==> config.mk <==
export PLATFORM = sky130hd
export DESIGN_NAME = estacao_reserva_add
export DESIGN_NICKNAME = d
export VERILOG_FILES = /design/src/rtl/tomasulo_pkg.sv /design/src/rtl/estacao_reserva_add_operand_snoop.sv /design/src/rtl/estacao_reserva_add.sv
export SDC_FILE = /design/constraint.sdc
export NUM_CORES = 1
export LEC_CHECK = 0
export ABC_AREA = 1
export CELL_PAD_IN_SITES_DETAIL_PLACEMENT = 1
export CELL_PAD_IN_SITES_GLOBAL_PLACEMENT = 1
export CORE_MARGIN = 4
export CORE_UTILIZATION = 38
export DETAILED_ROUTE_END_ITERATION = 8
export PLACE_DENSITY_LB_ADDON = 0.1
export SLEW_MARGIN = 20
export SYNTH_ARGS = -nofsm -noshare
export SYNTH_HDL_FRONTEND = slang
export SYNTH_SLANG_ARGS = --single-unit
export TNS_END_PERCENT = 10
==> constraint.sdc <==
create_clock -name Clock -period 5.4 [get_ports Clock]
set_input_delay 0.81 -clock Clock [delete_from_list [all_inputs] [get_ports Clock]]
set_output_delay 0.81 -clock Clock [all_outputs]
set_load 0.01 [all_outputs]
==> src/rtl/tomasulo_pkg.sv <==
// Shared Tomasulo definitions: widths, opcodes, station tags, empty-slot
// sentinels, reservation-station state encoding and the ADD/SUB ALU helper.
package tomasulo_pkg;

  localparam int unsigned DATA_W = 16;
  localparam int unsigned TAG_W  = 3;
  localparam int unsigned OP_W   = 3;
  localparam int unsigned REG_W  = 4;
  localparam int unsigned CNT_W  = 4;

  // Opcodes
  localparam logic [OP_W-1:0] OP_LD  = 3'd0;
  localparam logic [OP_W-1:0] OP_ST  = 3'd1;
  localparam logic [OP_W-1:0] OP_ADD = 3'd2;
  localparam logic [OP_W-1:0] OP_SUB = 3'd3;

  // Station tags; FREE means "value already present"
  localparam logic [TAG_W-1:0] TAG_FREE  = 3'd0;
  localparam logic [TAG_W-1:0] TAG_ADD1  = 3'd1;
  localparam logic [TAG_W-1:0] TAG_ADD2  = 3'd2;
  localparam logic [TAG_W-1:0] TAG_LOAD1 = 3'd3;
  localparam logic [TAG_W-1:0] TAG_LOAD2 = 3'd4;

  // Empty-slot sentinels
  localparam logic [DATA_W-1:0] V_SEM_VALOR = 16'hFFF0;
  localparam logic [TAG_W-1:0]  Q_SEM_VALOR = 3'd0;

  typedef enum logic [1:0] {
    RS_IDLE     = 2'd0,
    RS_WAIT_OPS = 2'd1,
    RS_EXEC     = 2'd2,
    RS_WB       = 2'd3
  } rs_state_t;

  // 16-bit modulo ADD/SUB; unknown opcodes behave as ADD
  function automatic logic [DATA_W-1:0] alu_addsub(input logic [OP_W-1:0]   op,
                                                   input logic [DATA_W-1:0] a,
                                                   input logic [DATA_W-1:0] b);
    if (op == OP_SUB) return DATA_W'(a - b);
    return DATA_W'(a + b);
  endfunction

endpackage

==> src/rtl/estacao_reserva_add_operand_snoop.sv <==
// operand_snoop: one V/Q operand slot. Captures the dispatched value/tag,
// snoops the CDB for its pending tag and reports whether Q is 0 after the
// current edge.
// Macro RS_ISSUE_BYPASS_EN: a CDB broadcast matching the incoming tag on the
// capture edge is taken directly instead of latching the tag.
// Ports: Clock, Reset (async, active-high), load (capture), snoop_en,
//   v_in/q_in (dispatch), cdb_valid/cdb_tag/cdb_data, v/q (held operand),
//   ready_nxt_c (Q will be 0 after this edge).
module operand_snoop
  import tomasulo_pkg::*;
(
  input  logic              Clock,
  input  logic              Reset,
  input  logic              load,
  input  logic              snoop_en,
  input  logic [DATA_W-1:0] v_in,
  input  logic [TAG_W-1:0]  q_in,
  input  logic              cdb_valid,
  input  logic [TAG_W-1:0]  cdb_tag,
  input  logic [DATA_W-1:0] cdb_data,
  output logic [DATA_W-1:0] v,
  output logic [TAG_W-1:0]  q,
  output logic              ready_nxt_c
);

  logic              hit_in;
  logic              hit_held;
  logic [DATA_W-1:0] v_nxt;
  logic [TAG_W-1:0]  q_nxt;

  assign hit_held = cdb_valid && (cdb_tag != Q_SEM_VALOR) && (cdb_tag == q);

`ifdef RS_ISSUE_BYPASS_EN
  assign hit_in = cdb_valid && (cdb_tag != Q_SEM_VALOR) && (cdb_tag == q_in);
`else
  assign hit_in = 1'b0;
`endif

  // Next operand contents: capture (with optional bypass) or snoop
  always_comb begin
    v_nxt = v;
    q_nxt = q;
    if (load) begin
      if (hit_in) begin
        v_nxt = cdb_data;
        q_nxt = Q_SEM_VALOR;
      end else begin
        v_nxt = v_in;
        q_nxt = q_in;
      end
    end else if (snoop_en && hit_held) begin
      v_nxt = cdb_data;
      q_nxt = Q_SEM_VALOR;
    end
  end

  assign ready_nxt_c = (q_nxt == Q_SEM_VALOR);

  always_ff @(posedge Clock or posedge Reset) begin
    if (Reset) begin
      v <= V_SEM_VALOR;
      q <= Q_SEM_VALOR;
    end else begin
      v <= v_nxt;
      q <= q_nxt;
    end
  end

endmodule

==> src/rtl/estacao_reserva_add.sv <==
// estacao_reserva_add: single-entry ADD/SUB reservation station. Accepts one
// op from dispatch, waits for operand tags on the CDB, runs a fixed-latency
// ALU and broadcasts the result tagged RS_TAG once granted.
// Macro RS_ISSUE_BYPASS_EN (in operand_snoop): same-edge CDB capture at issue.
// Ports: Clock, Reset (async, active-high); dispatch Enable_VQ, Ufop, Vj, Vk,
//   Qj, Qk, R_target; CDB snoop CDB_Valid, CDB_Tag, CDB_Data; CDB_Grant;
//   outputs Busy, CDB_Req, CDB_Out_Valid, CDB_Out_Tag, CDB_Out_Data,
//   CDB_R_target.
module estacao_reserva_add
  import tomasulo_pkg::*;
#(
  parameter logic [TAG_W-1:0] RS_TAG  = 3'd1,
  parameter int unsigned      LATENCY = 2
) (
  input  logic              Clock,
  input  logic              Reset,
  input  logic              Enable_VQ,
  input  logic [OP_W-1:0]   Ufop,
  input  logic [DATA_W-1:0] Vj,
  input  logic [DATA_W-1:0] Vk,
  input  logic [TAG_W-1:0]  Qj,
  input  logic [TAG_W-1:0]  Qk,
  input  logic [REG_W-1:0]  R_target,
  input  logic              CDB_Valid,
  input  logic [TAG_W-1:0]  CDB_Tag,
  input  logic [DATA_W-1:0] CDB_Data,
  input  logic              CDB_Grant,
  output logic              Busy,
  output logic              CDB_Req,
  output logic              CDB_Out_Valid,
  output logic [TAG_W-1:0]  CDB_Out_Tag,
  output logic [DATA_W-1:0] CDB_Out_Data,
  output logic [REG_W-1:0]  CDB_R_target
);

  rs_state_t         state, state_n;
  logic              load, snoop_en;
  logic              rdy_j, rdy_k;
  logic [DATA_W-1:0] vj_q, vk_q;
  logic [TAG_W-1:0]  qj_q, qk_q;
  logic [OP_W-1:0]   op_q;
  logic [CNT_W-1:0]  cnt_q;
  logic              cnt_arm_q;
  logic [DATA_W-1:0] result_q;
  logic [REG_W-1:0]  rtgt_q;
  logic              busy_q, req_q;

  operand_snoop u_snoop_j (
    .Clock(Clock), .Reset(Reset), .load(load), .snoop_en(snoop_en),
    .v_in(Vj), .q_in(Qj), .cdb_valid(CDB_Valid), .cdb_tag(CDB_Tag),
    .cdb_data(CDB_Data), .v(vj_q), .q(qj_q), .ready_nxt_c(rdy_j)
  );

  operand_snoop u_snoop_k (
    .Clock(Clock), .Reset(Reset), .load(load), .snoop_en(snoop_en),
    .v_in(Vk), .q_in(Qk), .cdb_valid(CDB_Valid), .cdb_tag(CDB_Tag),
    .cdb_data(CDB_Data), .v(vk_q), .q(qk_q), .ready_nxt_c(rdy_k)
  );

  // State register
  always_ff @(posedge Clock or posedge Reset) begin
    if (Reset) state <= RS_IDLE;
    else       state <= state_n;
  end

  // Next state and operand-slot control
  always_comb begin
    state_n  = state;
    load     = 1'b0;
    snoop_en = 1'b0;
    case (state)
      RS_IDLE: begin
        if (Enable_VQ) begin
          load    = 1'b1;
          state_n = (rdy_j && rdy_k) ? RS_EXEC : RS_WAIT_OPS;
        end
      end
      RS_WAIT_OPS: begin
        snoop_en = 1'b1;
        if (rdy_j && rdy_k) state_n = RS_EXEC;
      end
      RS_EXEC: begin
        if (!cnt_arm_q && (cnt_q == '0)) state_n = RS_WB;
      end
      RS_WB: begin
        if (CDB_Grant) state_n = RS_IDLE;
      end
      default: state_n = RS_IDLE;
    endcase
  end

  // First EXEC cycle arms the counter; result latched when it reaches zero
  always_ff @(posedge Clock or posedge Reset) begin
    if (Reset) begin
      op_q      <= OP_ADD;
      rtgt_q    <= '0;
      cnt_q     <= '0;
      cnt_arm_q <= 1'b0;
      result_q  <= V_SEM_VALOR;
      busy_q    <= 1'b0;
      req_q     <= 1'b0;
    end else begin
      busy_q <= (state_n != RS_IDLE);
      req_q  <= (state_n == RS_WB);
      if (load) begin
        op_q   <= Ufop;
        rtgt_q <= R_target;
      end
      if ((state != RS_EXEC) && (state_n == RS_EXEC)) cnt_arm_q <= 1'b1;
      if (state == RS_EXEC) begin
        if (cnt_arm_q) begin
          cnt_q     <= CNT_W'(LATENCY - 1);
          cnt_arm_q <= 1'b0;
        end else if (cnt_q != '0) begin
          cnt_q <= CNT_W'(cnt_q - 1'b1);
        end else begin
          result_q <= alu_addsub(op_q, vj_q, vk_q);
        end
      end
    end
  end

  assign Busy          = busy_q;
  assign CDB_Req       = req_q;
  assign CDB_Out_Valid = (state == RS_WB) && CDB_Grant;
  assign CDB_Out_Tag   = CDB_Out_Valid ? RS_TAG : TAG_FREE;
  assign CDB_Out_Data  = result_q;
  assign CDB_R_target  = rtgt_q;

endmodule

==> run_results.csv, run 1 <==
group,metric,value,unit
clocking,clock-root-buffer,"clkbuf_8",
route,remaining_drc_errors,0,
sta,finalSetupViolations,0,
critical_path,path_common_cell,"inv_1",
critical_path,worst_ep_required_time,5.66,ns
grt,grt_max_degree,48,
critical_path,slowest_stage,"dfrtp_1",
clocking,cts_buffers,9,
critical_path,crit_type,"flop to flop",
critical_path,cp_max_fo,4,
yosys,ys_warn_count,0,
route,antenna_left,0,
sta,finalCritPeriodShare,56.7,%
route,avgRoutedWirePerCell,14.8,um
placement,gp_congestion,0.857,
sta,fmax,326,MHz
finish,fillers,1307,
floorplan,dieArea,0.0127,mm2
yosys,synthTopCellsByArea,"dfstp_2, dfrtp_1, nand2_1, ha_1, inv_1",
sta,final.setup.tns,0,ns
clocking,cts.sinks,70,
power_and_ir_drop,ir_drop,0.000240,V
clocking,insertion_delay,0.35,ns
finish,drive_above_1_share,13.0,%
floorplan,ios,95,
grt,grt_overflow,0,
critical_path,reg2reg_depth,18,
yosys,synthArstFlopShare,100,%
finish,layout_commonest_cell,"nand2_1",
floorplan,rows,37,
clocking,htreeDepth,3,
critical_path,start_kind,"flop",
floorplan,start_util,39.7,%
clocking,post_cts_buffers,0,
sta,hold_viol,0,
yosys,ys_types,39,
placement,place_inst,737,
sta,fin_hold_ws,0.471,ns
clocking,clock_path_buffers,2,
critical_path,path_cells,"inv_1 > ha_1 > nor3b_1 > inv_1 > nor3_1 > nor2_1 > nor2_1 > nand2_1 > nor2_1 > xor2_1 > ha_1 > inv_1 > o21ai_0 > inv_1 > o311ai_0 > a31oi_1 > xnor2_1 > o21ai_1",
yosys,ys_seq_elements,70,
power_and_ir_drop,powerDensity,663,mW/mm2
yosys,synth_edf_count,0,
critical_path,reg2reg_to,"CDB_Out_Data[15]",
finish,layout.cells.non_filler,753,
critical_path,worst_ep_arrival_time,3.33,ns
yosys,netlist_area,0.00417,mm2
critical_path,critPathMaxStageDelay,0.43,ns
sta,rsz0062_at_grt,"no",
floorplan,die_y,113,um
clocking,cts_tree,"done",
sta,fin_crit,3.06,ns
yosys,syn_avg_cell_area,7.92,um2
grt,grtUsageTotal,18.0,%
clocking,cts_resized,0,
placement,dp_hpwl,8.80,mm
finish,synthToLayoutAreaGrowth,28.9,%
critical_path,worstReg2RegStart,"u_snoop_k.v[0]",
sta,skew,0.0129,ns
sta,slew_viol_final,0,
finish,regArea,0.00180,mm2
route,dr.pass1.iters,6,
grt,grt_first_pass_wirelength,18.7,mm
critical_path,ff2ff_setup_slack,2.34,ns
route,vias,3694,
finish,num-nets-final,699,
run,maxCapViolations,0,
yosys,syn_inst,526,
yosys,yosysSeqAreaShare,43.1,%
floorplan,die-width,113,um
yosys,synth_top_area_cell,"dfstp_2",
placement,numPortBuffers,92,
worst_hold_path,whs_path_depth,2,
worst_hold_path,min_path_type,"flop to flop",
clocking,clkTransAtPathRegs,0.08,ns
finish,multiInputGateArea,0.00209,mm2
finish,antennaDiodeCount,0,
worst_hold_path,min_to,"CDB_Out_Data[12]",
finish,layout_common_cells,"nand2_1, clkdlybuf4s50_1, inv_1, nor2_1, dfstp_2",
sta,max-slew-margin-rel,30.6,%
finish,post-route-util,51.1,%
sta,tightest_slew,1.04,ns
critical_path,critPathCaptureType,"flop",
power_and_ir_drop,total_leakage_power,2.38,nW
floorplan,coreArea,0.0105,mm2
outcome,status,"finished, final reports clean",
grt,antenna_found_initial,0,
power_and_ir_drop,p_total,0.00356,W
clocking,cts_hold_buf,0,
route,dr.first_iter.drc_count,106,
worst_hold_path,min-delay-start,"CDB_Out_Data[12]",
route,viasPerCell,4.91,
yosys,synth_ff_type,"dfstp_2",
grt,first_global_vias,3887,
route,totalWireLength,11.1,mm
yosys,synth.top_cell.area_share,23.3,%
state kept, by name (all words and copies together), names as in the netlist:
signal	cells
state	2
CDB_Req	1
u_snoop_k.q	3
cnt_q	4
Busy	1
cnt_arm_q	1
u_snoop_k.v	16
u_snoop_j.q	3
op_q	3
CDB_R_target	4
CDB_Out_Data	16
u_snoop_j.v	16
routing by layer:
metal | track usage [%] | wire [um]
met4 | 5.61 | 182
met5 | 0 | 0
met1 | 24.2 | 5190
met3 | 3.64 | 446
met2 | 29.3 | 5310
worst max-delay path, delay by kind of cell (launching register included):
kind | cells | cell delay [ns]
AO/OA/AOI/OAI | 4 | 0.69
adder cells (fa/ha/maj) | 2 | 0.50
AND/OR/NAND/NOR | 6 | 0.82
flip-flops | 1 | 0.43
buffers and inverters | 4 | 0.30
XOR/XNOR | 2 | 0.24
synth_stat cells, types with 4 or more instances:
| cell type | number |
|---|---|
| ha_1 | 17 |
| nor3_1 | 4 |
| nor2_1 | 45 |
| o21ai_1 | 11 |
| nand3_1 | 14 |
| nand2_2 | 5 |
| dfstp_2 | 37 |
| inv_1 | 46 |
| a31oi_1 | 18 |
| dfrtp_1 | 33 |
| o21ai_0 | 19 |
| xor2_1 | 11 |
| a21oi_1 | 16 |
| nand3_2 | 5 |
| o211ai_1 | 16 |
| buf_1 | 6 |
| clkbuf_1 | 7 |
| nand2_1 | 164 |
| xnor2_1 | 17 |
area by class of cell:
type | count | area share [%]
Clock inverter | 5 | 1.12
Sequential cell | 70 | 33.5
Inverter | 49 | 3.42
Multi-Input combinational cell | 388 | 38.9
Clock buffer | 11 | 2.45
Tap cell | 136 | 3.17
Timing Repair Buffer | 94 | 17.4
cells by family after synthesis:
family / share of synthesized area (%)
flops: 43.1
compound gates: 12.7
other cells: 0.0900
buf+inv: 6.75
xor+xnor: 5.88
fa+ha+maj: 5.58
simple gates: 25.9
how the worst max path moves through the flow:
stage	start	end	slack [ns]
detailed placement	CDB_Tag[0]	Busy	2.20
global route	u_snoop_k.v[0]	CDB_Out_Data[15]	2.00
finish	u_snoop_k.v[0]	CDB_Out_Data[15]	2.34
floorplan	u_snoop_k.v[0]	CDB_Out_Data[15]	2.71
global placement	Enable_VQ	cnt_arm_q	2.34
CTS	u_snoop_k.v[0]	CDB_Out_Data[15]	2.28
per-stage QoR:
step	cell area (um2)	setup slack, ns
2_1_floorplan	4170	2.71
3_3_place_gp	5180	2.34
3_5_place_dp	5180	2.20
4_1_cts	5370	2.28
5_1_grt	5370	2.00
6_report	5370	2.34
where the power goes:
part	internal, W	total (W)	switching [W]
Combinational	0.000898	0.00209	0.00119
Sequential	0.000856	0.00105	0.000189
Clock	0.000215	0.000425	0.000210
Total	0.00197	0.00356	0.00159
(Power assumes the default switching activity.)
==> inputs of run 2 (changes only) <==
--- a/config.mk
+++ b/config.mk
@@ -9,7 +9,7 @@
 export CELL_PAD_IN_SITES_DETAIL_PLACEMENT = 1
 export CELL_PAD_IN_SITES_GLOBAL_PLACEMENT = 1
 export CORE_MARGIN = 4
-export CORE_UTILIZATION = 38
+export CORE_UTILIZATION = 33
 export DETAILED_ROUTE_END_ITERATION = 8
 export PLACE_DENSITY_LB_ADDON = 0.1
 export SLEW_MARGIN = 20
==> constraint.sdc (replaced) <==
create_clock -name Clock -period 2.75 [get_ports Clock]
set_input_delay 0.4125 -clock Clock [delete_from_list [all_inputs] [get_ports Clock]]
set_output_delay 0.4125 -clock Clock [all_outputs]
set_load 0.01 [all_outputs]
==> run_results.csv, run 2 (synthesis gave the netlist of run 1 again) <==
group,metric,value,unit
grt,grtUsageTotal,17.9,%
power_and_ir_drop,p_total,0.00855,W
grt,antenna_found_initial,0,
worst_hold_path,min_path_type,"input port to asynchronous set/reset pin",
sta,fmax,358,MHz
clocking,cts_tree,"done",
sta,finalSetupViolations,2,
finish,post-route-util,48.8,%
sta,final.setup.tns,-0.0524,ns
finish,fin_area,0.00595,mm2
placement,gp_congestion,0.860,
sta,fin_crit,2.79,ns
finish,synthToLayoutAreaGrowth,42.8,%
power_and_ir_drop,netSwitchingPower,0.00365,W
grt,use_met3,3.32,%
placement,numPortBuffers,92,
finish,layout_common_cells,"nand2_1, clkdlybuf4s50_1, nor2_1",
grt,grt_first_pass_wirelength,20.7,mm
power_and_ir_drop,sw_frac_of_total,42.7,%
sta,worst_slack,-0.0421,ns
power_and_ir_drop,ir_drop,0.000401,V
finish,fillers,1531,
floorplan,die_y,120,um
clocking,clock_path_buffers,2,
clocking,clock-root-buffer,"clkbuf_16",
clocking,insertion_delay,0.34,ns
outcome,status,"complete, but fails checks",
critical_path,cp_max_fo,4,
finish,drive_above_1_share,22.1,%
power_and_ir_drop,seqPwrFrac,24.2,%
route,antenna_left,0,
power_and_ir_drop,pwr-share-comb,61.2,%
run,maxCapViolations,0,
sta,finalCritPeriodShare,102,%
grt,grt_max_degree,71,
sta,rsz0062_at_grt,"yes",
critical_path,worst_ep_required_time,2.99,ns
grt,first_global_vias,4244,
floorplan,dieArea,0.0145,mm2
grt,grt.busiest_layer,"met2",
placement,dp_hpwl,9.08,mm
route,dr.first_iter.drc_count,107,
power_and_ir_drop,p_int,0.00490,W
clocking,clkTransAtPathRegs,0.05,ns
floorplan,rows,40,
sta,hold_viol,0,
finish,layout_commonest_cell,"nand2_1",
floorplan,die-width,120,um
route,viasPerCell,4.71,
sta,skew,0.00755,ns
critical_path,worst_ep_arrival_time,3.03,ns
floorplan,coreArea,0.0122,mm2
floorplan,start_util,34.1,%
route,totalWireLength,12.3,mm
sta,tightest_slew,0.606,ns
critical_path,crit_type,"flop to flop",
grt,use_met2,30.5,%
clocking,cts.sinks,70,
route,remaining_drc_errors,0,
finish,antennaDiodeCount,0,
route,dr.pass1.iters,4,
power_and_ir_drop,powerDensity,1440,mW/mm2
finish,num-nets-final,725,
sta,max-slew-margin-rel,59.5,%
grt,use_met1,22.7,%
critical_path,start_kind,"flop",
placement,dpl_cell_area,0.00538,mm2
route,vias,3822,
critical_path,critPathCaptureType,"flop",
grt,grt_overflow,0,
sta,slew_viol_final,0,
clocking,htreeDepth,3,
clocking,cts_buffers,9,
clocking,cts_hold_buf,0,
outcome,failed_checks,"setup timing",
floorplan,ios,95,
power_and_ir_drop,clock_power_share,14.6,%
route,avgRoutedWirePerCell,15.2,um
placement,post-place-ws,-0.284,ns
power_and_ir_drop,total_leakage_power,2.60,nW
-- run 2: cell count changes in the layout (fill, tap and decap cells not counted), sizes merged --
cell      previous run  this run
buf                  2        28
bufinv               1         2
clkbuf              11        12
clkinv               3         2
clkinvlp             1         0
-- run 2: per-layer routing --
metal	share of wire, %	vias up	routed length [um]
met3	3.1	17	383
met2	49	69	6050
li1	-	1920	-
met1	46	1816	5630
met4	1.8	0	227
met5	0	-	0
-- run 2: cell type report --
type                            instances  area (um2)  share of cell area (%)
Timing Repair Buffer                  120        1140                    19.2
Inverter                               49         186                    3.13
Clock inverter                          4        70.1                    1.18
Clock buffer                           12         246                    4.14
Tap cell                              168         210                    3.53
Sequential cell                        70        1800                    30.2
Multi-Input combinational cell        388        2300                    38.6
-- run 2: final timing paths --
check,cells past startpoint,end,slack (ns),from
setup / recovery,16,CDB_Out_Data[14],-0.04,u_snoop_k.v[0]
hold / removal,3,CDB_Out_Data[3],0.46,Reset
setup reg to reg,16,CDB_Out_Data[14],-0.04,u_snoop_k.v[0]
hold reg to reg,2,CDB_Out_Data[12],0.47,CDB_Out_Data[12]
max in group asynchronous,3,u_snoop_j.v[11],1.93,Reset
min in group Clock,2,CDB_Out_Data[12],0.47,CDB_Out_Data[12]
-- run 2: through the flow --
stage,std cells,hold WS (ns)
floorplan,527,0.448
global placement,788,0.455
detailed placement,788,0.462
CTS,809,0.470
global route,811,0.478
finish,811,0.459
-- run 2: power groups by stage --
stage	clock [W]	combinational (W)	sequential (W)
after floorplan	0	0.00301	0.00203
after global placement	0	0.00436	0.00203
after detailed placement	0	0.00450	0.00205
after CTS	0.00129	0.00497	0.00206
after global routing	0.00132	0.00586	0.00214
final	0.00125	0.00523	0.00207
-- run 2: worst max-delay path: stages (launching register included) --
cell and delay (ns):
dfrtp_1 0.39, inv_2 0.08, ha_4 0.13, nor3b_4 0.18
inv_2 0.06, nor3_2 0.10, nor2_1 0.07, nor2_1 0.13
nand2_1 0.10, nor2_2 0.12, xor2_1 0.18, ha_1 0.31
nand2_1 0.13, o21ai_0 0.14, a21oi_1 0.20, a21oi_1 0.11
o31ai_1 0.26
-- run 2: what timing repair did --
item                       in CTS  in global routing
pin swaps                      12                 14
resized for setup              31                 18
setup endpoints to repair       6                  8
setup buffers                   5                  2
==> inputs of run 3 (changes only) <==
--- a/config.mk
+++ b/config.mk
@@ -8,10 +8,12 @@
 export ABC_AREA = 1
 export CELL_PAD_IN_SITES_DETAIL_PLACEMENT = 1
 export CELL_PAD_IN_SITES_GLOBAL_PLACEMENT = 1
+export CORE_ASPECT_RATIO = 0.8
 export CORE_MARGIN = 4
 export CORE_UTILIZATION = 33
 export DETAILED_ROUTE_END_ITERATION = 8
 export PLACE_DENSITY_LB_ADDON = 0.1
+export SETUP_SLACK_MARGIN = 0.2
 export SLEW_MARGIN = 20
 export SYNTH_ARGS = -nofsm -noshare
 export SYNTH_HDL_FRONTEND = slang
==> run_results.csv, run 3 (synthesis gave the netlist of run 1 again) <==
group,metric,value,unit
outcome,status,"complete, but fails checks",
outcome,failed_checks,"setup timing",
finish,num-nets-final,719,
placement,numPortBuffers,92,
sta,hold_viol,0,
clocking,insertion_delay,0.33,ns
critical_path,path_buf_inv,2,
critical_path,cp_max_fo,3,
sta,rsz0062_at_grt,"yes",
clocking,cts_hold_buf,0,
critical_path,worst_ep_arrival_time,3.12,ns
sta,fmax,348,MHz
sta,skew,0.00494,ns
route,antenna_left,0,
critical_path,slowest_stage,"dfrtp_1",
critical_path,worst_ep_required_time,3.00,ns
finish,layout_common_cells,"nand2_1, clkdlybuf4s50_1, inv_1",
route,viasPerCell,4.68,
grt,grt_overflow,0,
floorplan,die_y,109,um
floorplan,dieArea,0.0145,mm2
finish,antennaDiodeCount,0,
placement,gp_congestion,0.814,
sta,finalSetupViolations,2,
sta,fin_crit,2.88,ns
finish,drive_above_1_share,17.3,%
floorplan,coreArea,0.0123,mm2
sta,worst_slack,-0.126,ns
power_and_ir_drop,sw_frac_of_total,43.2,%
clocking,clock-root-buffer,"clkbuf_16",
clocking,htreeDepth,3,
finish,fillers,1489,
route,dr.first_iter.drc_count,94,
clocking,cts.sinks,70,
power_and_ir_drop,seqPwrFrac,26.2,%
sta,finalCritPeriodShare,105,%
critical_path,critPathCaptureType,"flop",
power_and_ir_drop,clock_power_share,13.5,%
route,dr.pass1.iters,4,
critical_path,crit_type,"flop to flop",
sta,max-slew-margin-rel,62.5,%
power_and_ir_drop,netSwitchingPower,0.00338,W
power_and_ir_drop,ir_drop,0.000481,V
grt,grt_max_degree,47,
power_and_ir_drop,pwr-share-comb,60.3,%
finish,layout_commonest_cell,"nand2_1",
route,avgRoutedWirePerCell,14.5,um
power_and_ir_drop,p_int,0.00444,W
grt,grt_first_pass_wirelength,19.7,mm
clocking,clkTransAtPathRegs,0.06,ns
floorplan,start_util,34.0,%
power_and_ir_drop,powerDensity,1370,mW/mm2
critical_path,crit_family,"simple AND/OR/NAND/NOR gates",
placement,dp_hpwl,9.16,mm
finish,synthToLayoutAreaGrowth,36.7,%
sta,slew_viol_final,0,
floorplan,rows,36,
critical_path,path_cells,"inv_1 > ha_1 > nor3b_2 > inv_1 > nor3_2 > nor2_1 > nor2_2 > nand2_1 > nor2_2 > nand2_1 > xnor2_1 > ha_1 > a21oi_1 > o311ai_1 > a31oi_1 > xnor2_1 > o21ai_1",
run,maxCapViolations,0,
clocking,cts_buffers,9,
sta,tightest_slew,0.557,ns
route,vias,3781,
worst_hold_path,min_path_type,"input port to asynchronous set/reset pin",
floorplan,die-width,134,um
finish,layout.cells.non_filler,808,
placement,place_inst,791,
power_and_ir_drop,total_leakage_power,2.53,nW
route,remaining_drc_errors,0,
grt,grtUsageTotal,17.1,%
grt,antenna_found_initial,0,
critical_path,critPathMaxStageDelay,0.38,ns
clocking,cts_tree,"done",
critical_path,start_kind,"flop",
clocking,clock_path_buffers,2,
floorplan,ios,95,
route,totalWireLength,11.7,mm
grt,first_global_vias,4091,
sta,fin_hold_ws,0.452,ns
==> run 3: cell count changes in the layout (fill, tap and decap cells not counted), moves of 2 or more <==
cell,previous run,this run
ha_1,11,17
a21oi_1,9,15
nor2_2,4,6
inv_2,9,5
a21oi_2,8,4
inv_1,39,44
buf_4,27,21
bufinv_16,2,0
nand2_2,9,5
a21oi_4,2,0
ha_4,5,0
nand2_1,160,164
==> run 3: power by group through the flow <==
stage               clock network (W)  registers (W)  logic [W]
floorplan                           0        0.00203    0.00304
global placement                    0        0.00204    0.00448
detailed placement                  0        0.00206    0.00460
CTS                           0.00110        0.00205    0.00471
global route                  0.00114        0.00212    0.00532
finish                        0.00106        0.00204    0.00471
==> run 3: metrics by stage <==
step                worst slack, ns  util [%]  TNS (ns)  area [um2]  power (W)
CTS                          -0.141      46.4    -0.242        5680    0.00786
floorplan                     0.156         -         0        4180    0.00508
global placement            -0.0214      44.0   -0.0214        5390    0.00652
global route                 -0.440      46.5     -1.90        5700    0.00858
finish                       -0.126      46.5    -0.127        5700    0.00781
detailed placement           -0.152      44.0    -0.362        5390    0.00666
==> run 3: final cells by class <==
type                       instances  area [um2]  share of cell area [%]
timing repair buffer             114        1100                    19.3
sequential                        70        1800                    31.6
tap                              171         214                    3.76
clock inverter                     4        22.5                   0.395
clock buffer                      12         246                    4.33
inverter                          49         184                    3.23
multi-input combinational        388        2130                    37.4
==> run 3: final timing paths <==
path                                       start                to  slack, ns  cells past startpoint
worst min register to register  CDB_Out_Data[15]  CDB_Out_Data[15]       0.47                      2
max in group asynchronous                  Reset           op_q[1]       1.59                      3
worst max register to register    u_snoop_k.v[1]  CDB_Out_Data[15]      -0.13                     17
min in group Clock              CDB_Out_Data[15]  CDB_Out_Data[15]       0.47                      2
worst max-delay path              u_snoop_k.v[1]  CDB_Out_Data[15]      -0.13                     17
worst min-delay path                       Reset   CDB_Out_Data[3]       0.45                      2
==> run 3: per-layer routing <==
| metal | track usage, % | part of all wire [%] |
|---|---|---|
| met1 | 21.9 | 48 |
| met4 | 4.92 | 1.3 |
| met3 | 4.56 | 4.4 |
| met2 | 28.6 | 47 |
| met5 | 0 | 0 |
==> run 3: timing repair <==
item / CTS / global route
endpoints found under the setup margin: 9 / 11
pin swaps: 4 / 2
resized for setup: 3 / 6
cloned: 0 / 0
buffers inserted: 1 / 0
